$ cat config.mk
export PLATFORM = sky130hd
export DESIGN_NAME = mem_stage_flat
export DESIGN_NICKNAME = d
export VERILOG_FILES = /design/src/rtl/mem_stage_if.sv /design/src/rtl/mem_stage.sv /design/src/flat_wrapper.sv
export SDC_FILE = /design/constraint.sdc
export NUM_CORES = 1
export LEC_CHECK = 0
export ABC_AREA = 0
export CORE_ASPECT_RATIO = 0.9
export CORE_MARGIN = 2
export CORE_UTILIZATION = 35
export CTS_CLUSTER_SIZE = 25
export DETAILED_ROUTE_END_ITERATION = 8
export SLEW_MARGIN = 20
export SYNTH_ARGS = -nofsm -noshare
export SYNTH_HDL_FRONTEND = slang
export SYNTH_SLANG_ARGS = --single-unit
$ cat constraint.sdc
create_clock -name clk -period 8 [get_ports clk]
set_input_delay 1.2 -clock clk [delete_from_list [all_inputs] [get_ports clk]]
set_output_delay 1.2 -clock clk [all_outputs]
set_load 0.03 [all_outputs]
$ cat src/rtl/mem_stage_if.sv
// Execute -> memory-stage bundle: the ex_mem register, stall/flush, the data memory
// request/response port and the mem_wb register outputs.
interface mem_stage_if #(parameter int PHYS_W = 6);
  typedef struct packed {
    logic              valid;
    logic [31:0]       pc;
    logic [6:0]        opcode;
    logic [2:0]        funct3;
    logic [4:0]        rd_s;
    logic [31:0]       alu_out;
    logic [31:0]       rs2_v;
    logic [31:0]       u_imm;
    logic              br_en;
    logic              regf_we;
    logic [1:0]        regfilemux_sel;
    logic [PHYS_W-1:0] dest_phys_new;
  } ex_mem_stage_reg_t;

  ex_mem_stage_reg_t ex_mem;
  logic              ex_mem_ready;
  logic              flushing_inst;
  logic [31:0]       dmem_addr;
  logic [3:0]        dmem_rmask;
  logic [3:0]        dmem_wmask;
  logic [31:0]       dmem_wdata;
  logic [31:0]       dmem_rdata;
  logic              dmem_resp;
  logic              mem_wb_valid;
  logic [31:0]       mem_wb_pc;
  logic [4:0]        mem_wb_rd_s;
  logic [PHYS_W-1:0] mem_wb_phys;
  logic              mem_wb_we;
  logic [31:0]       mem_wb_rd_v;
  logic              mem_wb_misalign;

  modport slave (
    input  ex_mem, flushing_inst, dmem_rdata, dmem_resp,
    output ex_mem_ready, dmem_addr, dmem_rmask, dmem_wmask, dmem_wdata,
           mem_wb_valid, mem_wb_pc, mem_wb_rd_s, mem_wb_phys, mem_wb_we,
           mem_wb_rd_v, mem_wb_misalign
  );

  modport master (
    output ex_mem, flushing_inst, dmem_rdata, dmem_resp,
    input  ex_mem_ready, dmem_addr, dmem_rmask, dmem_wmask, dmem_wdata,
           mem_wb_valid, mem_wb_pc, mem_wb_rd_s, mem_wb_phys, mem_wb_we,
           mem_wb_rd_v, mem_wb_misalign
  );
endinterface

$ cat src/rtl/mem_stage.sv
// Memory stage: single-outstanding load/store issue with byte-lane alignment, stalls execute
// while a request is in flight, and writes the mem_wb register.
module mem_stage #(parameter int PHYS_W = 6) (
  input  logic        clk,
  input  logic        rst,
  mem_stage_if.slave  bus
);
  localparam logic [6:0] OP_LOAD  = 7'b0000011;
  localparam logic [6:0] OP_STORE = 7'b0100011;

  typedef enum logic [1:0] {S_IDLE, S_REQ, S_WAIT} state_t;
  state_t state;

  logic              is_load, is_store, is_mem, mis, accept, kill;
  logic [1:0]        off;
  logic [3:0]        mask;
  logic [31:0]       wdata, mux_v, lane, ld_v;

  // instruction context held across the outstanding request
  logic [1:0]        off_q;
  logic [2:0]        f3_q;
  logic              load_q, we_q, flushed_q;
  logic [31:0]       pc_q;
  logic [4:0]        rd_q;
  logic [PHYS_W-1:0] phys_q;

  assign bus.ex_mem_ready = (state == S_IDLE);
  assign accept = bus.ex_mem.valid & (state == S_IDLE) & ~bus.flushing_inst;
  assign kill   = flushed_q | bus.flushing_inst;

  always_comb begin
    off      = bus.ex_mem.alu_out[1:0];
    is_load  = (bus.ex_mem.opcode == OP_LOAD);
    is_store = (bus.ex_mem.opcode == OP_STORE);
    is_mem   = is_load | is_store;
    mask     = 4'b1111;
    mis      = 1'b0;
    case (bus.ex_mem.funct3[1:0])
      2'b00:   mask = 4'b0001 << off;
      2'b01:   begin mask = 4'b0011 << off; mis = off[0]; end
      default: begin mask = 4'b1111;        mis = (off != 2'b00); end
    endcase
    mis   = mis & is_mem;
    wdata = bus.ex_mem.rs2_v << {off, 3'b000};
    case (bus.ex_mem.regfilemux_sel)
      2'd0:    mux_v = bus.ex_mem.alu_out;
      2'd1:    mux_v = {31'b0, bus.ex_mem.br_en};
      2'd2:    mux_v = bus.ex_mem.u_imm;
      default: mux_v = bus.ex_mem.pc + 32'd4;
    endcase
  end

  always_comb begin
    lane = bus.dmem_rdata >> {off_q, 3'b000};
    case (f3_q)
      3'b000:  ld_v = {{24{lane[7]}}, lane[7:0]};
      3'b001:  ld_v = {{16{lane[15]}}, lane[15:0]};
      3'b100:  ld_v = {24'b0, lane[7:0]};
      3'b101:  ld_v = {16'b0, lane[15:0]};
      default: ld_v = lane;
    endcase
  end

  always_ff @(posedge clk or posedge rst) begin
    if (rst) begin
      state               <= S_IDLE;
      bus.dmem_addr       <= '0;
      bus.dmem_rmask      <= '0;
      bus.dmem_wmask      <= '0;
      bus.dmem_wdata      <= '0;
      bus.mem_wb_valid    <= 1'b0;
      bus.mem_wb_pc       <= '0;
      bus.mem_wb_rd_s     <= '0;
      bus.mem_wb_phys     <= '0;
      bus.mem_wb_we       <= 1'b0;
      bus.mem_wb_rd_v     <= '0;
      bus.mem_wb_misalign <= 1'b0;
      off_q     <= '0;
      f3_q      <= '0;
      load_q    <= 1'b0;
      we_q      <= 1'b0;
      flushed_q <= 1'b0;
      pc_q      <= '0;
      rd_q      <= '0;
      phys_q    <= '0;
    end else begin
      case (state)
        S_IDLE: begin
          if (accept && is_mem && !mis) begin
            bus.dmem_addr    <= {bus.ex_mem.alu_out[31:2], 2'b00};
            bus.dmem_rmask   <= is_load  ? mask : 4'b0000;
            bus.dmem_wmask   <= is_store ? mask : 4'b0000;
            bus.dmem_wdata   <= wdata;
            bus.mem_wb_valid <= 1'b0;
            bus.mem_wb_we    <= 1'b0;
            off_q     <= off;
            f3_q      <= bus.ex_mem.funct3;
            load_q    <= is_load;
            we_q      <= bus.ex_mem.regf_we;
            flushed_q <= 1'b0;
            pc_q      <= bus.ex_mem.pc;
            rd_q      <= bus.ex_mem.rd_s;
            phys_q    <= bus.ex_mem.dest_phys_new;
            state     <= S_REQ;
          end else if (accept) begin
            // non-memory op, or a misaligned access retiring without a request
            bus.mem_wb_valid    <= 1'b1;
            bus.mem_wb_pc       <= bus.ex_mem.pc;
            bus.mem_wb_rd_s     <= bus.ex_mem.rd_s;
            bus.mem_wb_phys     <= bus.ex_mem.dest_phys_new;
            bus.mem_wb_we       <= bus.ex_mem.regf_we & ~mis;
            bus.mem_wb_rd_v     <= mis ? 32'b0 : mux_v;
            bus.mem_wb_misalign <= mis;
          end else begin
            bus.mem_wb_valid <= 1'b0;
            bus.mem_wb_we    <= 1'b0;
          end
        end
        S_REQ, S_WAIT: begin
          bus.dmem_rmask <= 4'b0000;
          bus.dmem_wmask <= 4'b0000;
          flushed_q      <= kill;
          if (bus.dmem_resp) begin
            // a flushed op still completes on the bus but does not retire
            bus.mem_wb_valid    <= ~kill;
            bus.mem_wb_pc       <= pc_q;
            bus.mem_wb_rd_s     <= rd_q;
            bus.mem_wb_phys     <= phys_q;
            bus.mem_wb_we       <= we_q & ~kill;
            bus.mem_wb_rd_v     <= load_q ? ld_v : 32'b0;
            bus.mem_wb_misalign <= 1'b0;
            state               <= S_IDLE;
          end else begin
            state <= S_WAIT;
          end
        end
        default: state <= S_IDLE;
      endcase
    end
  end
endmodule

$ cat src/flat_wrapper.sv
// flat-port wrapper written by rule: the top's interface ports become plain ports
module mem_stage_flat 
#(parameter int PHYS_W = 6)
  (clk, rst, bus_ex_mem, bus_flushing_inst, bus_dmem_rdata, bus_dmem_resp, bus_ex_mem_ready, bus_dmem_addr, bus_dmem_rmask, bus_dmem_wmask, bus_dmem_wdata, bus_mem_wb_valid, bus_mem_wb_pc, bus_mem_wb_rd_s, bus_mem_wb_phys, bus_mem_wb_we, bus_mem_wb_rd_v, bus_mem_wb_misalign);
  mem_stage_if #(.PHYS_W(PHYS_W)) bus_i ();
  input  logic clk;
  input  logic rst;
  input wire logic [$bits(bus_i.ex_mem)-1:0] bus_ex_mem;
  input wire logic [$bits(bus_i.flushing_inst)-1:0] bus_flushing_inst;
  input wire logic [$bits(bus_i.dmem_rdata)-1:0] bus_dmem_rdata;
  input wire logic [$bits(bus_i.dmem_resp)-1:0] bus_dmem_resp;
  output wire logic [$bits(bus_i.ex_mem_ready)-1:0] bus_ex_mem_ready;
  output wire logic [$bits(bus_i.dmem_addr)-1:0] bus_dmem_addr;
  output wire logic [$bits(bus_i.dmem_rmask)-1:0] bus_dmem_rmask;
  output wire logic [$bits(bus_i.dmem_wmask)-1:0] bus_dmem_wmask;
  output wire logic [$bits(bus_i.dmem_wdata)-1:0] bus_dmem_wdata;
  output wire logic [$bits(bus_i.mem_wb_valid)-1:0] bus_mem_wb_valid;
  output wire logic [$bits(bus_i.mem_wb_pc)-1:0] bus_mem_wb_pc;
  output wire logic [$bits(bus_i.mem_wb_rd_s)-1:0] bus_mem_wb_rd_s;
  output wire logic [$bits(bus_i.mem_wb_phys)-1:0] bus_mem_wb_phys;
  output wire logic [$bits(bus_i.mem_wb_we)-1:0] bus_mem_wb_we;
  output wire logic [$bits(bus_i.mem_wb_rd_v)-1:0] bus_mem_wb_rd_v;
  output wire logic [$bits(bus_i.mem_wb_misalign)-1:0] bus_mem_wb_misalign;
  assign bus_i.ex_mem = bus_ex_mem;
  assign bus_i.flushing_inst = bus_flushing_inst;
  assign bus_i.dmem_rdata = bus_dmem_rdata;
  assign bus_i.dmem_resp = bus_dmem_resp;
  assign bus_ex_mem_ready = bus_i.ex_mem_ready;
  assign bus_dmem_addr = bus_i.dmem_addr;
  assign bus_dmem_rmask = bus_i.dmem_rmask;
  assign bus_dmem_wmask = bus_i.dmem_wmask;
  assign bus_dmem_wdata = bus_i.dmem_wdata;
  assign bus_mem_wb_valid = bus_i.mem_wb_valid;
  assign bus_mem_wb_pc = bus_i.mem_wb_pc;
  assign bus_mem_wb_rd_s = bus_i.mem_wb_rd_s;
  assign bus_mem_wb_phys = bus_i.mem_wb_phys;
  assign bus_mem_wb_we = bus_i.mem_wb_we;
  assign bus_mem_wb_rd_v = bus_i.mem_wb_rd_v;
  assign bus_mem_wb_misalign = bus_i.mem_wb_misalign;
  mem_stage #(.PHYS_W(PHYS_W)) u_core (.clk(clk), .rst(rst), .bus(bus_i));
endmodule
==> metrics.md <==
| Metric | Value |
|---|---|
| Largest cells by area after synthesis | dfrtp_1 47%, nand2_1 13%, mux2i_1 7.7% |
| Top-area cell type share of the netlist area | 0.4700 |
| Share of layout cells above drive strength 1 | 0.05328 |
| Initial Util | 0.3564 |
| Post-synth top flop | dfrtp_1 |
| Pwr/cell area | 294.8 nW/µm² |
| Filler instances | 2,858 |
| Clk_lat worst skew | 530 ps |
| Largest net degree at the start of global routing | 127 |
| Switching part of the total | 0.4045 |
| Die area | 32,000 µm² |
| H-Tree Depth | 1 |
| Average routed wire per standard cell | 20.66 µm |
| Vias in the first global route | 10,030 |
| Synth cell types | 63 |
| Via count of the routed design | 10,260 |
| Core footprint | 30,030 µm² |
| Vias per cell | 5.270 |
| Pre-CTS setup slack | 3403 ps |
| Status | finished clean |
| Seq cells post-synth | 201 |
| Clock power share | 0.245 |
| Area growth from synthesis to final layout | 41.81% |
| Post-cts repair resize count | 0 |
| CP Launch Type | input pin |
| Syn Std Cell Area | 10,700 µm² |
| CTS tree | built |
| Worst slew pin tran | 1135 ps |
| Post-route ant nets | 0 |
| Top-Level Pins | 341 |
| Port Buf Inserts | 338 |
| Grt total ovfl | 0 |
| Worst EP arrival | 4460 ps |
| Die height | 169.9 µm |
| Most frequent cells after synthesis | 371 x nand2_1, 201 x dfrtp_1, 87 x o21ai_0, 82 x mux2i_1, 73 x clkbuf_1 |
| Seq/Total Area, Yosys | 0.4700 |
| CP endpoint kind | register |
| Gr usage total | 0.2466 |
| Setup TNS | 0 ps |
| Share of flip-flops with an asynchronous set or reset | 1.000 |
| Type of the tightest min-delay check | register to register |
| Reg clk slew, reported paths | 60 ps |
| Crit path max fanout | 95 |
| Lkg Pwr | 6.693 nW |
| Drt drc | 0 |
| Root buffer cell | clkbuf_16 |
| GPL Wtd Cong | 0.9033 |
| MaxCap Viol Count | 0 |
| Hold buffer count at cts | 0 |
| Rel. slew slack | 0.2350 |
| Combinational Power Share | 0.454 |
| Setup Buffers After CTS | 0 |
| Int Power | 0.002664 W |
| Register area | 5030 µm² |
| Final period util | 0.5083 |
| Global-route wire length before repair | 61.24 mm |
| Hold Fails Final Rpt | 0 |
| Nets@finish | 1,715 |
| Tmin final | 4067 ps |
| CTS Sinks | 201 |
| Crit path kind | input pin to register |
| First-pass detailed-route iteration total | 5 |
| Post-synth EDFFs | 0 |
| Hold WS | 472.4 ps |
| Max Slew Vio Count | 0 |
| Multi-input combinational cell area | 5323 µm² |
| Flop pwr share | 0.300 |
| Net Sw Power | 0.001810 W |
| Avg Cell Area, Syn | 8.680 µm² |
| Initial antenna violation count | 6 |
| Cell count after synthesis | 1,233 |
| Count leader, synth | nand2_1 |
| Worst EP required | 8390 ps |
| RSZ-0062 raised after global routing | no |
| CTS max path bufs | 3 |
| Syn. warnings | 0 |
| Final setup violation count | 0 |
| Horiz. Die Dim | 188.3 µm |
| Final Skew | 19.51 ps |
| Largest area contributor in the netlist | dfrtp_1 |
| DR iter-0 viols | 677 |
| Row count | 60 |
| Peak VDD IR | 0.0001800 V |
| Fmax | 0.2459 GHz |
| DP Wirelength | 28.97 mm |
| TritonCTS Buffers | 24 |
| Setup ws final | 3933 ps |
| DRT Wirelength | 40.22 mm |
==> placed cells by master (no fill, tap or decap), types with 7 or more instances in the layout <==
master             n
dfrtp_1          201
a211oi_1          15
nor2_1            52
nor4_1            10
xnor2_1           10
nand4_1           10
nand2_1          371
inv_1             10
or4_1              7
mux2_2            11
clkinv_2           7
o221ai_1          11
nor3_1            14
and2_1             8
o22a_1             9
nand3_1           25
o31ai_1           16
o21ai_0           87
a21oi_1           47
clkdlybuf4s50_1  337
nor2b_1           33
a211o_1            7
buf_4             13
clkbuf_16         25
a31oi_1           12
o211ai_1           7
mux2i_1           82
==> logic make-up (layout without fill, tap and decap cells) <==
| logic type | count (synthesis) | after routing | share of synthesized area |
|---|---|---|---|
| adder cells (fa/ha/maj) | 4 | 4 | 0.004676 |
| flip-flops | 201 | 201 | 0.4700 |
| XOR/XNOR | 13 | 13 | 0.01064 |
| AND/OR/NAND/NOR | 561 | 561 | 0.2289 |
| AO/OA/AOI/OAI | 257 | 257 | 0.1560 |
| multiplexers | 95 | 95 | 0.09247 |
| buffers and inverters | 101 | 406 | 0.03706 |
| other | 1 | 7 | 0.0003504 |
==> metrics by stage <==
stage / total power, W / area (µm²) / utilization / instances
after detailed placement: 0.003405 / 14380 / 0.4788 / 1898
after CTS: 0.004517 / 15160 / 0.5049 / 1942
after global placement: 0.003381 / 14380 / 0.4788 / 1898
after global routing: 0.004706 / 15170 / 0.5053 / 1946
after floorplan: 0.002566 / 10710 / - / 1234
final: 0.004474 / 15180 / 0.5054 / 1947
==> layer usage <==
metal / share of wire / up-vias / track usage
met5: 0.00075 / - / 0
met4: 0.025 / 4 / 0.07439
met3: 0.077 / 56 / 0.05444
met2: 0.44 / 380 / 0.3743
met1: 0.46 / 4942 / 0.3520
li1: - / 4878 / -
==> sequential cells by signal (all words and copies together), names as in the netlist <==
signal,count
u_core.bus.mem_wb_rd_v,32
u_core.pc_q,32
u_core.bus.mem_wb_we,1
u_core.bus.dmem_wmask,4
u_core.bus.mem_wb_valid,1
u_core.bus.mem_wb_rd_s,5
u_core.bus.dmem_addr,30
u_core.f3_q,3
u_core.load_q,1
u_core.bus.dmem_wdata,32
u_core.flushed_q,1
u_core.bus.mem_wb_phys,6
u_core.phys_q,6
u_core.bus.dmem_rmask,4
u_core.rd_q,5
u_core.state,2
u_core.bus.mem_wb_pc,32
u_core.bus.mem_wb_misalign,1
u_core.off_q,2
u_core.we_q,1
==> final cells by class <==
| cell class | instances | area share |
|---|---|---|
| antenna | 5 | 0.0008244 |
| clock buffer | 33 | 0.04584 |
| clock inverter | 11 | 0.005771 |
| inverter | 11 | 0.003215 |
| multi-input combinational | 932 | 0.3507 |
| sequential | 201 | 0.3314 |
| tap | 403 | 0.03322 |
| timing repair buffer | 351 | 0.2290 |
==> path summary, 6_finish.rpt <==
path | start | endpoint | slack (ps) | cells past startpoint
max in group asynchronous | rst | u_core.bus.mem_wb_rd_s[3] | 5260 | 3
worst max register to register | u_core.state[0] | u_core.bus.mem_wb_rd_v[7] | 4220 | 8
min in group asynchronous | rst | u_core.bus.dmem_addr[16] | 1240 | 2
worst min register to register | u_core.bus.dmem_addr[11] | u_core.bus.dmem_addr[11] | 470 | 2
worst min-delay path | u_core.bus.dmem_addr[11] | u_core.bus.dmem_addr[11] | 470 | 2
worst max-delay path | bus_ex_mem[74] | u_core.bus.mem_wb_rd_v[7] | 3930 | 8
==> worst max-delay path, stage by stage <==
cell and delay (ps):
clkdlybuf4s50_1 400, buf_4 260, a21oi_1 410, o211ai_1 300
a21oi_4 460, buf_4 780, nor2_1 230, a221o_1 390
==> power by group through the flow <==
stage          logic, W  clock network [W]  registers (W)
6_report        0.00203            0.00110        0.00134
5_1_grt         0.00218            0.00116        0.00137
4_1_cts         0.00205            0.00112        0.00134
3_5_place_dp    0.00204                  0        0.00136
3_3_place_gp    0.00203                  0        0.00135
2_1_floorplan  0.000882                  0        0.00168
Power figures use the tool's default switching activity.
